## config.mk

```make
export PLATFORM = sky130hd
export DESIGN_NAME = cash_handler
export DESIGN_NICKNAME = d
export VERILOG_FILES = /design/src/rtl/cash_handler.sv
export SDC_FILE = /design/constraint.sdc
export NUM_CORES = 1
export LEC_CHECK = 0
export CAP_MARGIN = 25
export CORE_MARGIN = 2
export CORE_UTILIZATION = 40
export DETAILED_ROUTE_END_ITERATION = 10
export SLEW_MARGIN = 30
export SYNTH_ARGS = -nofsm -noshare
export SYNTH_HDL_FRONTEND = slang
export SYNTH_SLANG_ARGS = --single-unit
```

## constraint.sdc

```tcl
create_clock -name clock -period 4.65 [get_ports clock]
set_input_delay 0.6975 -clock clock [delete_from_list [all_inputs] [get_ports clock]]
set_output_delay 0.6975 -clock clock [all_outputs]
set_load 0.03 [all_outputs]
```

## src/rtl/cash_handler.sv

```systemverilog
// cash_handler: customer credit / machine cash accounting for the vending machine.
// One operation per rising clock edge, selected by {mode, func}:
//   00 purchase, 01 charge customer, 10 charge machine, 11 withdraw from machine.
// Optional build macro: CASH_HANDLER_SATURATE_EN
//   defined   -> an add that would exceed 2^BAL_W-1 is rejected (no state change)
//   undefined -> adds wrap modulo 2^BAL_W and are always accepted
// All outputs are registered; reset is asynchronous and active-low.
module cash_handler #(
  parameter int BAL_W = 16
) (
  input  logic             clock,
  input  logic             reset_n,
  input  logic             mode,
  input  logic             func,
  input  logic [10:0]      amount,
  output logic             res,
  output logic [BAL_W-1:0] customer_bal,
  output logic [BAL_W-1:0] machine_bal
);

  typedef enum logic [1:0] {
    OP_PURCHASE    = 2'b00,
    OP_CHARGE_CUST = 2'b01,
    OP_CHARGE_MACH = 2'b10,
    OP_WITHDRAW    = 2'b11
  } op_e;

  op_e              op;
  logic [BAL_W-1:0] amt_ext;
  logic [BAL_W-1:0] cust_sum;
  logic [BAL_W-1:0] mach_sum;
  logic             cust_add_ok;
  logic             mach_add_ok;
  logic             cust_covers;
  logic             mach_covers;

  logic             res_nxt;
  logic [BAL_W-1:0] customer_bal_nxt;
  logic [BAL_W-1:0] machine_bal_nxt;

  assign op      = op_e'({mode, func});
  assign amt_ext = BAL_W'(amount);

`ifdef CASH_HANDLER_SATURATE_EN
  // Carry out of each add marks an overflow, which makes the add illegal.
  logic cust_carry;
  logic mach_carry;
  assign {cust_carry, cust_sum} = {1'b0, customer_bal} + {1'b0, amt_ext};
  assign {mach_carry, mach_sum} = {1'b0, machine_bal} + {1'b0, amt_ext};
  assign cust_add_ok = ~cust_carry;
  assign mach_add_ok = ~mach_carry;
`else
  // Wrapping adds: every add is legal.
  assign cust_sum    = customer_bal + amt_ext;
  assign mach_sum    = machine_bal + amt_ext;
  assign cust_add_ok = 1'b1;
  assign mach_add_ok = 1'b1;
`endif

  assign cust_covers = (customer_bal >= amt_ext);
  assign mach_covers = (machine_bal >= amt_ext);

  // Decode the operation; a rejected operation leaves both balances untouched.
  always_comb begin
    res_nxt          = 1'b0;
    customer_bal_nxt = customer_bal;
    machine_bal_nxt  = machine_bal;
    unique case (op)
      OP_PURCHASE: begin
        if (cust_covers && mach_add_ok) begin
          customer_bal_nxt = customer_bal - amt_ext;
          machine_bal_nxt  = mach_sum;
          res_nxt          = 1'b1;
        end
      end
      OP_CHARGE_CUST: begin
        if (cust_add_ok) begin
          customer_bal_nxt = cust_sum;
          res_nxt          = 1'b1;
        end
      end
      OP_CHARGE_MACH: begin
        if (mach_add_ok) begin
          machine_bal_nxt = mach_sum;
          res_nxt         = 1'b1;
        end
      end
      OP_WITHDRAW: begin
        if (mach_covers) begin
          machine_bal_nxt = machine_bal - amt_ext;
          res_nxt         = 1'b1;
        end
      end
      default: begin
        res_nxt = 1'b0;
      end
    endcase
  end

  // Balance and result registers; reset clears everything immediately.
  always_ff @(posedge clock or negedge reset_n) begin
    if (!reset_n) begin
      res          <= 1'b0;
      customer_bal <= '0;
      machine_bal  <= '0;
    end else begin
      res          <= res_nxt;
      customer_bal <= customer_bal_nxt;
      machine_bal  <= machine_bal_nxt;
    end
  end

endmodule

```

# Yosys cells after proc, flatten, opt, wreduce, memory -nomap -nowiden
# Cells that the tools add are included.
# word_totals
in_bits	15
out_inout_bits	33
word_cells	28
ff_bits	33
# classes
n_eq_ne	5
n_reduce_logical	6
muxes	8
n_addsub	4
order_cmp	2
# ops
cell	n
2-to-1 mux 16 bit	3
case mux 16 bit (3 select lines)	1
adder 16 x 11 -> 16 bit	2
greater-or-equal comparator 16 x 11 -> 1 bit	2
case mux 16 bit (2 select lines)	1
subtractor 16 x 11 -> 16 bit	2
equality test 2 bit (second input constant)	2
!= test 2 bit (second input constant)	2
case mux 1 bit (3 select lines)	1
AND reduction 3 bit	1
nonzero test 3 bit	1
equality test 2 x 1 -> 1 bit (second input constant)	1
logical NOT 2 bit	1
2-to-1 mux 1 bit	2
AND reduction 2 bit	1
nonzero test 2 bit	1
OR reduction 2 bit	1

# Depth between registers and ports, before layout
# Gate-level depths: netlist of the first run.
# depth
word_depth	3
ltp_mapped	13
mapped_depth_nobuf	11

# Worst setup path before layout of the first run
# Ideal clock, no wire load.
# synth_path
path_kind	input port to flip-flop
startpoint	in amount[0]
endpoint	reg machine_bal[13]
path_slack_ns	1.838
required_ns	4.569
n_path_buf	0
arrival_time_ns	2.731
path_stages	9
path_cell_list	ha_1 > fa_1 > nand2b_1 > a21oi_1 > a21oi_1 > o211a_1 > a211o_4 > nor4b_4 > xor2_1
# synth_via
elab_chain_cells	3
elab_cells_between_ends	10
cone_classes	add/sub: 2; order compare: 2; eq/ne: 2; mux: 3; reduce/logical: 1
# synth_rtl
item	line	source
from (decl)	15	input logic [10:0] amount,
subtractor 16 x 11 -> 16 bit (tied with other cells)	90	machine_bal_nxt = machine_bal - amt_ext;
2-to-1 mux 16 bit (tied with other cells)	89	if (mach_covers) begin
case mux 16 bit (3 select lines) / AND reduction 3 bit (equally long branches)	--	
to (signal assigned)	109	machine_bal <= machine_bal_nxt;
to (decl)	18	output logic [BAL_W-1:0] machine_bal
# Several ways; a longest one is shown, not always the timed one. The select of a mux whose other input is x is not followed.
# A chain may end at the register's enable or synchronous reset.

# Worst setup path in the final report of the first run
# layout_path
startpoint	in amount[1]
endpoint	reg customer_bal[14]
# layout_via
elab_chain_cells	3
elab_cells_between_ends	7
cone_classes	add/sub: 2; order compare: 1; eq/ne: 1; mux: 2; reduce/logical: 1
# layout_rtl
item	line	source
subtractor 16 x 11 -> 16 bit / greater-or-equal comparator 16 x 11 -> 1 bit (equally long branches)	71, 60	
2-to-1 mux 16 bit / != test 2 bit (equally long branches)	--	
case mux 16 bit (2 select lines) / AND reduction 2 bit (equally long branches)	--	
to (signal assigned)	108	customer_bal <= customer_bal_nxt;
to (decl)	17	output logic [BAL_W-1:0] customer_bal,
# Several ways; a longest one is shown, not always the timed one. The select of a mux whose other input is x is not followed.

==> flow_metrics.py, run 1 <==
metrics = {
    "setup_path": {
        "critical_path.startpoint_type": "primary input",
        "regToRegEndpoint": "machine_bal[14]",
        "timing_worst_setup_path_type": "in2reg",
        "setup.worst_path.start": "amount[1]",
        "worst_ep_required_time_ns": 4.83,
        "reg2reg_setup_slack_ns": 1.73,
        "rr_startpoint": "machine_bal[0]",
        "cp_max_fo": 5,
        "setup.worst_path.end": "customer_bal[14]",
        "r2r_cells": 10,
        "worst_ep_arrival_ns": 3.66,
        "endpoint_kind": "flip-flop",
    },
    "run": {
        "cap_violations": 0,
    },
    "timing": {
        "final-max-slew-violation-count": 0,
        "fmax_mhz": 287,
        "worst_slew_pin_slew_ns": 0.803,
        "timing_hold_violations_final": 0,
        "layout_worst_path_cycle_share": 0.750,
        "tns_setup_ns": 0,
        "grt_setup_unrepaired": "false",
        "fin_skew_ns": 0.0126,
        "timing.slew.headroom": 0.465,
        "setup_viol": 0,
        "timing.final.crit_period_ns": 3.49,
    },
    "global_routing": {
        "antenna_found_initial": 0,
        "grt_pass1_wl_um": 16400,
        "grt_remaining_overflow": 0,
        "grt_max_degree": 34,
        "first_global_vias": 3259,
        "grt.total_usage": 0.204,
    },
    "clocking": {
        "clkLatencyLatePin_ns": 0.29,
        "worst_setup_hold_path_clk_slew_ns": 0.08,
        "clock_tree.buffer_depth": 2,
        "cts.htree.levels": 2,
        "cts_root_buf": "sky130_fd_sc_hd__clkbuf_8",
        "clock-sinks": 33,
        "cts_made_buffers": 5,
        "tritoncts_clock_tree": "built",
        "cts.repair.resized": 0,
        "post-cts-setup-buffers": 0,
        "cts.hold.buffers_added": 0,
    },
    "power": {
        "clockPowerShare": 0.074,
        "max-vdd-ir-drop_v": 0.000316,
        "netSwitchingFraction": 0.523,
        "p_switching_mw": 1.57,
        "internal_power_mw": 1.44,
        "p_leak_nw": 1.85,
        "power_density_nw_per_um2": 708,
        "sequential_group_share_of_total_power": 0.211,
        "post_layout_power_mw": 3.01,
        "comb_power_share": 0.714,
    },
    "die": {
        "coreArea_um2": 8810,
        "io_pins": 48,
        "floorplan.die_area_um2": 9970,
        "overall_die_height_um": 99.8,
        "floorplan.initialDensity": 0.417,
        "core.rowCount": 34,
        "die_w_um": 99.8,
    },
    "detailed_routing": {
        "detailedRoute.firstPassIterationCount": 4,
        "drt_wl_total_um": 10000,
        "vias": 3379,
        "via_per_inst": 5.63,
        "drt_iter0_markers": 107,
        "drc": 0,
        "ant_nets": 0,
        "wl_cell_um": 16.7,
    },
    "synth": {
        "synthesis.nets": 524,
        "synth_enable_flop_cells": 0,
        "leading_cell_type_by_number_of_instances_after_synthesis": "sky130_fd_sc_hd__ha_1",
        "synth_seq_area_share": 0.225,
        "synthFlopType": "sky130_fd_sc_hd__dfrtp_1",
        "synth_cell_types": 64,
        "proportion_of_netlist_area_held_by_the_largest_area_contributor": 0.225,
        "cell_area_synth_um2": 3670,
        "synthTopCellsByCount": "47 x sky130_fd_sc_hd__ha_1, 43 x sky130_fd_sc_hd__nor2_1, 42 x sky130_fd_sc_hd__a21oi_1",
        "async_set_or_reset_flop_fraction_in_the_synthesized_netlist": 1.00,
        "syn_area_per_cell_um2": 8.02,
        "synth.top_cells.by_area": "sky130_fd_sc_hd__dfrtp_1 22%, sky130_fd_sc_hd__ha_1 16%, sky130_fd_sc_hd__a21oi_1 5.7%, sky130_fd_sc_hd__o21ai_0 5.0%, sky130_fd_sc_hd__xnor2_1 4.5%",
        "synth_cells": 458,
        "synthDominantAreaCellType": "sky130_fd_sc_hd__dfrtp_1",
        "yosys_warnings": 0,
        "synth-seq-cells": 33,
    },
    "layout": {
        "final_nets": 557,
        "insertedDiodeCount": 0,
        "syn_to_final_growth_pct": 15.8,
        "ff_latch_area_um2": 826,
        "layout_cells_sized_above_1": 0.0447,
        "fillers": 888,
        "multiInputGateArea_um2": 2580,
    },
    "place": {
        "gpl_congestion": 0.922,
        "buffer_ports.inserted": 47,
        "detailedPlacementHpwl_um": 7700,
    },
    "outcome": {
        "run_status": "complete, no violations",
    },
    "min_path": {
        "tightest_hold_check_type": "in2async",
    },
}
[worst max-delay path: stages]
cell and delay [ns]:
sky130_fd_sc_hd__clkdlybuf4s50_1 0.60, sky130_fd_sc_hd__inv_1 0.21, sky130_fd_sc_hd__fa_1 0.53, sky130_fd_sc_hd__a211oi_2 0.24, sky130_fd_sc_hd__o21ai_2 0.10, sky130_fd_sc_hd__and3_1 0.22
sky130_fd_sc_hd__a2111oi_1 0.54, sky130_fd_sc_hd__a22oi_1 0.17, sky130_fd_sc_hd__o22a_1 0.23, sky130_fd_sc_hd__xnor2_1 0.12
[layout by cell type, fill, tap and decap left out, types with 12 or more instances in the layout]
cell	instances
sky130_fd_sc_hd__a211oi_1	12
sky130_fd_sc_hd__a21oi_1	42
sky130_fd_sc_hd__clkdlybuf4s50_1	46
sky130_fd_sc_hd__dfrtp_1	33
sky130_fd_sc_hd__ha_1	47
sky130_fd_sc_hd__inv_1	38
sky130_fd_sc_hd__nand2_1	36
sky130_fd_sc_hd__nor2_1	43
sky130_fd_sc_hd__o21ai_0	37
sky130_fd_sc_hd__xnor2_1	19
[through the flow]
stage	util	hold WS (ns)	std cells	instance area [µm²]	setup WS, ns
after floorplan	-	0.402	458	3670	1.84
after global placement	0.474	0.491	592	4180	0.919
after detailed placement	0.474	0.487	592	4180	0.864
after CTS	0.483	0.504	600	4260	1.16
after global routing	0.483	0.518	600	4260	0.974
final	0.483	0.493	600	4260	1.16
[layout make-up]
class | count | area share
Clock buffer | 8 | 0.0188
Inverter | 38 | 0.0335
Multi-Input combinational cell | 363 | 0.607
Sequential cell | 33 | 0.194
Tap cell | 108 | 0.0318
Timing Repair Buffer | 50 | 0.115
[sequential cells by signal (all words and copies together) (netlist names)]
register / count
customer_bal: 16
res: 1
machine_bal: 16
[worst min-delay path by stage]
| stage | startpoint | to |
|---|---|---|
| finish | reset_n | machine_bal[6] |
| CTS | machine_bal[15] | machine_bal[15] |
| detailed placement | machine_bal[15] | machine_bal[15] |
| global placement | machine_bal[15] | machine_bal[15] |
| global route | customer_bal[15] | customer_bal[15] |
| floorplan | reset_n | customer_bal[0] |
[power groups by stage]
stage	Sequential (mW)	Combinational, mW	Clock [mW]
6_report	0.637	2.15	0.223
5_1_grt	0.665	2.36	0.238
4_1_cts	0.638	2.14	0.229
3_5_place_dp	0.641	2.13	0
3_3_place_gp	0.644	2.13	0
2_1_floorplan	0.862	1.28	0
[metal layers]
layer	vias up	share of wire	track usage
li1	1681	-	-
met1	1577	0.48	0.287
met2	107	0.46	0.328
met3	14	0.046	0.0320
met4	0	0.017	0.0569
met5	-	0	0
[logic make-up after synthesis]
group,synth area share
AO/OA/AOI/OAI,0.265
flip-flops,0.225
AND/OR/NAND/NOR,0.170
adder cells (fa/ha/maj),0.182
XOR/XNOR,0.0668
multiplexers,0.0204
buffers and inverters,0.0719
(Power assumes the default switching activity.)
==> inputs of run 2 (changes only) <==
Clock period 4.65 ns to 3.4 ns, I/O delays scaled along.
==> flow_metrics.py, run 2 (synthesis gave the netlist of run 1 again) <==
metrics = {
    "timing": {
        "worst_hold_slack_ns": 0.307,
        "timing_hold_violations_final": 0,
        "worst_slew_pin_slew_ns": 0.819,
        "grt_setup_unrepaired": "false",
        "timing.slew.headroom": 0.454,
        "tns_setup_ns": 0,
        "setup_viol": 0,
        "fin_skew_ns": 0.00809,
        "fmax_mhz": 313,
        "finalWorstSetupSlack_ns": 0.202,
        "timing.final.crit_period_ns": 3.20,
        "final-max-slew-violation-count": 0,
        "layout_worst_path_cycle_share": 0.941,
    },
    "global_routing": {
        "gr-usage-met3": 0.0286,
        "first_global_vias": 3415,
        "grt.met1_usage": 0.301,
        "grt_max_degree": 34,
        "globalRoute.busiestLayer": "met2",
        "grt.total_usage": 0.212,
        "antenna_found_initial": 0,
        "grt_util_met2": 0.343,
        "grt_remaining_overflow": 0,
        "grt_pass1_wl_um": 16900,
    },
    "place": {
        "gpl_congestion": 0.935,
        "detailedPlacementHpwl_um": 8270,
        "preCtsSetupSlack_ns": -0.0595,
        "buffer_ports.inserted": 47,
    },
    "die": {
        "io_pins": 48,
        "floorplan.initialDensity": 0.417,
        "core.rowCount": 34,
        "die_w_um": 99.8,
        "overall_die_height_um": 99.8,
        "coreArea_um2": 8810,
        "floorplan.die_area_um2": 9970,
    },
    "clocking": {
        "worst_setup_hold_path_clk_slew_ns": 0.08,
        "cts.hold.buffers_added": 0,
        "cts.repair.resized": 0,
        "cts.htree.levels": 2,
        "clock_tree.buffer_depth": 2,
        "clkLatencyLatePin_ns": 0.29,
        "clock-sinks": 33,
        "tritoncts_clock_tree": "built",
        "cts_made_buffers": 5,
        "cts_root_buf": "sky130_fd_sc_hd__clkbuf_8",
        "post-cts-setup-buffers": 0,
    },
    "outcome": {
        "run_status": "complete, no violations",
    },
    "power": {
        "max-vdd-ir-drop_v": 0.000412,
        "p_leak_nw": 2.01,
        "power_density_nw_per_um2": 961,
    },
    "setup_path": {
        "timing_worst_setup_path_type": "in2reg",
        "rr_startpoint": "customer_bal[0]",
        "slowest_delay_ns": 0.56,
        "worst_ep_required_time_ns": 3.58,
        "critical_path.startpoint_type": "primary input",
        "path_cells": "clkdlybuf4s50_1 > ha_1 > inv_1 > fa_1 > a211oi_2 > o21ai_2 > and3_1 > a2111oi_1 > a22oi_1 > o22a_1 > xnor2_1",
        "regToRegEndpoint": "customer_bal[14]",
        "cp_max_fo": 4,
        "path_delay_family": "compound AO/OA/AOI/OAI gates",
        "reg2reg_setup_slack_ns": 0.52,
        "critPathSlowestCell": "sky130_fd_sc_hd__clkdlybuf4s50_1",
        "r2r_cells": 11,
        "worst_ep_arrival_ns": 3.37,
        "endpoint_kind": "flip-flop",
        "worst-path-buf-inv": 2,
        "setup.worst_path.start": "amount[0]",
    },
    "detailed_routing": {
        "detailedRoute.firstPassIterationCount": 5,
        "vias": 3544,
        "drc": 0,
        "via_per_inst": 5.62,
        "wl_cell_um": 16.4,
        "drt_wl_total_um": 10400,
        "ant_nets": 0,
        "drt_iter0_markers": 147,
    },
    "layout": {
        "insertedDiodeCount": 0,
        "layout_cells_sized_above_1": 0.107,
        "syn_to_final_growth_pct": 23.1,
        "reg.largest.list": "customer_bal x16, machine_bal x16, res x1",
        "most_frequent_standard_cell_in_the_layout_excluding_fill_and_tap_cells": "sky130_fd_sc_hd__ha_1",
        "mostFrequentLayoutCells": "47 x sky130_fd_sc_hd__ha_1, 46 x sky130_fd_sc_hd__clkdlybuf4s50_1, 43 x sky130_fd_sc_hd__nor2_1",
        "final_nets": 588,
    },
    "min_path": {
        "tightest_hold_check_type": "in2async",
    },
    "run": {
        "cap_violations": 0,
    },
}
==> run 2: worst max path at each step <==
stage / end / cells after the start
after CTS: customer_bal[14] / 11
after global placement: customer_bal[14] / 11
after floorplan: machine_bal[13] / 10
final: customer_bal[14] / 11
after detailed placement: customer_bal[14] / 11
after global routing: customer_bal[14] / 11
==> run 2: layout make-up <==
cell class              instances  area (µm²)
clock buffers                   7        96.3
clock inverters                 1        5.00
fillers                       873        4280
inverters                      38         143
multi-input cells             363        2580
flip-flops and latches         33         826
well taps                     108         135
repair buffers                 81         733
==> run 2: per-layer routing <==
layer	share of wire	vias to the layer above
li1	-	1748
met1	0.46	1653
met2	0.47	127
met3	0.054	16
met4	0.017	0
met5	0	-
==> run 2: through the flow <==
stage / instance area, µm² / power, mW / cells / utilization
after floorplan: 3670 / 2.93 / 458 / -
after global placement: 4420 / 3.97 / 623 / 0.502
after detailed placement: 4420 / 3.98 / 623 / 0.502
after CTS: 4520 / 4.35 / 631 / 0.513
after global routing: 4520 / 4.70 / 631 / 0.513
final: 4520 / 4.35 / 631 / 0.513
==> run 2: report_power, final <==
part           internal, mW  switching [mW]  total (mW)
registers             0.594           0.282       0.877
logic                  1.37            1.75        3.12
clock network         0.183           0.163       0.346
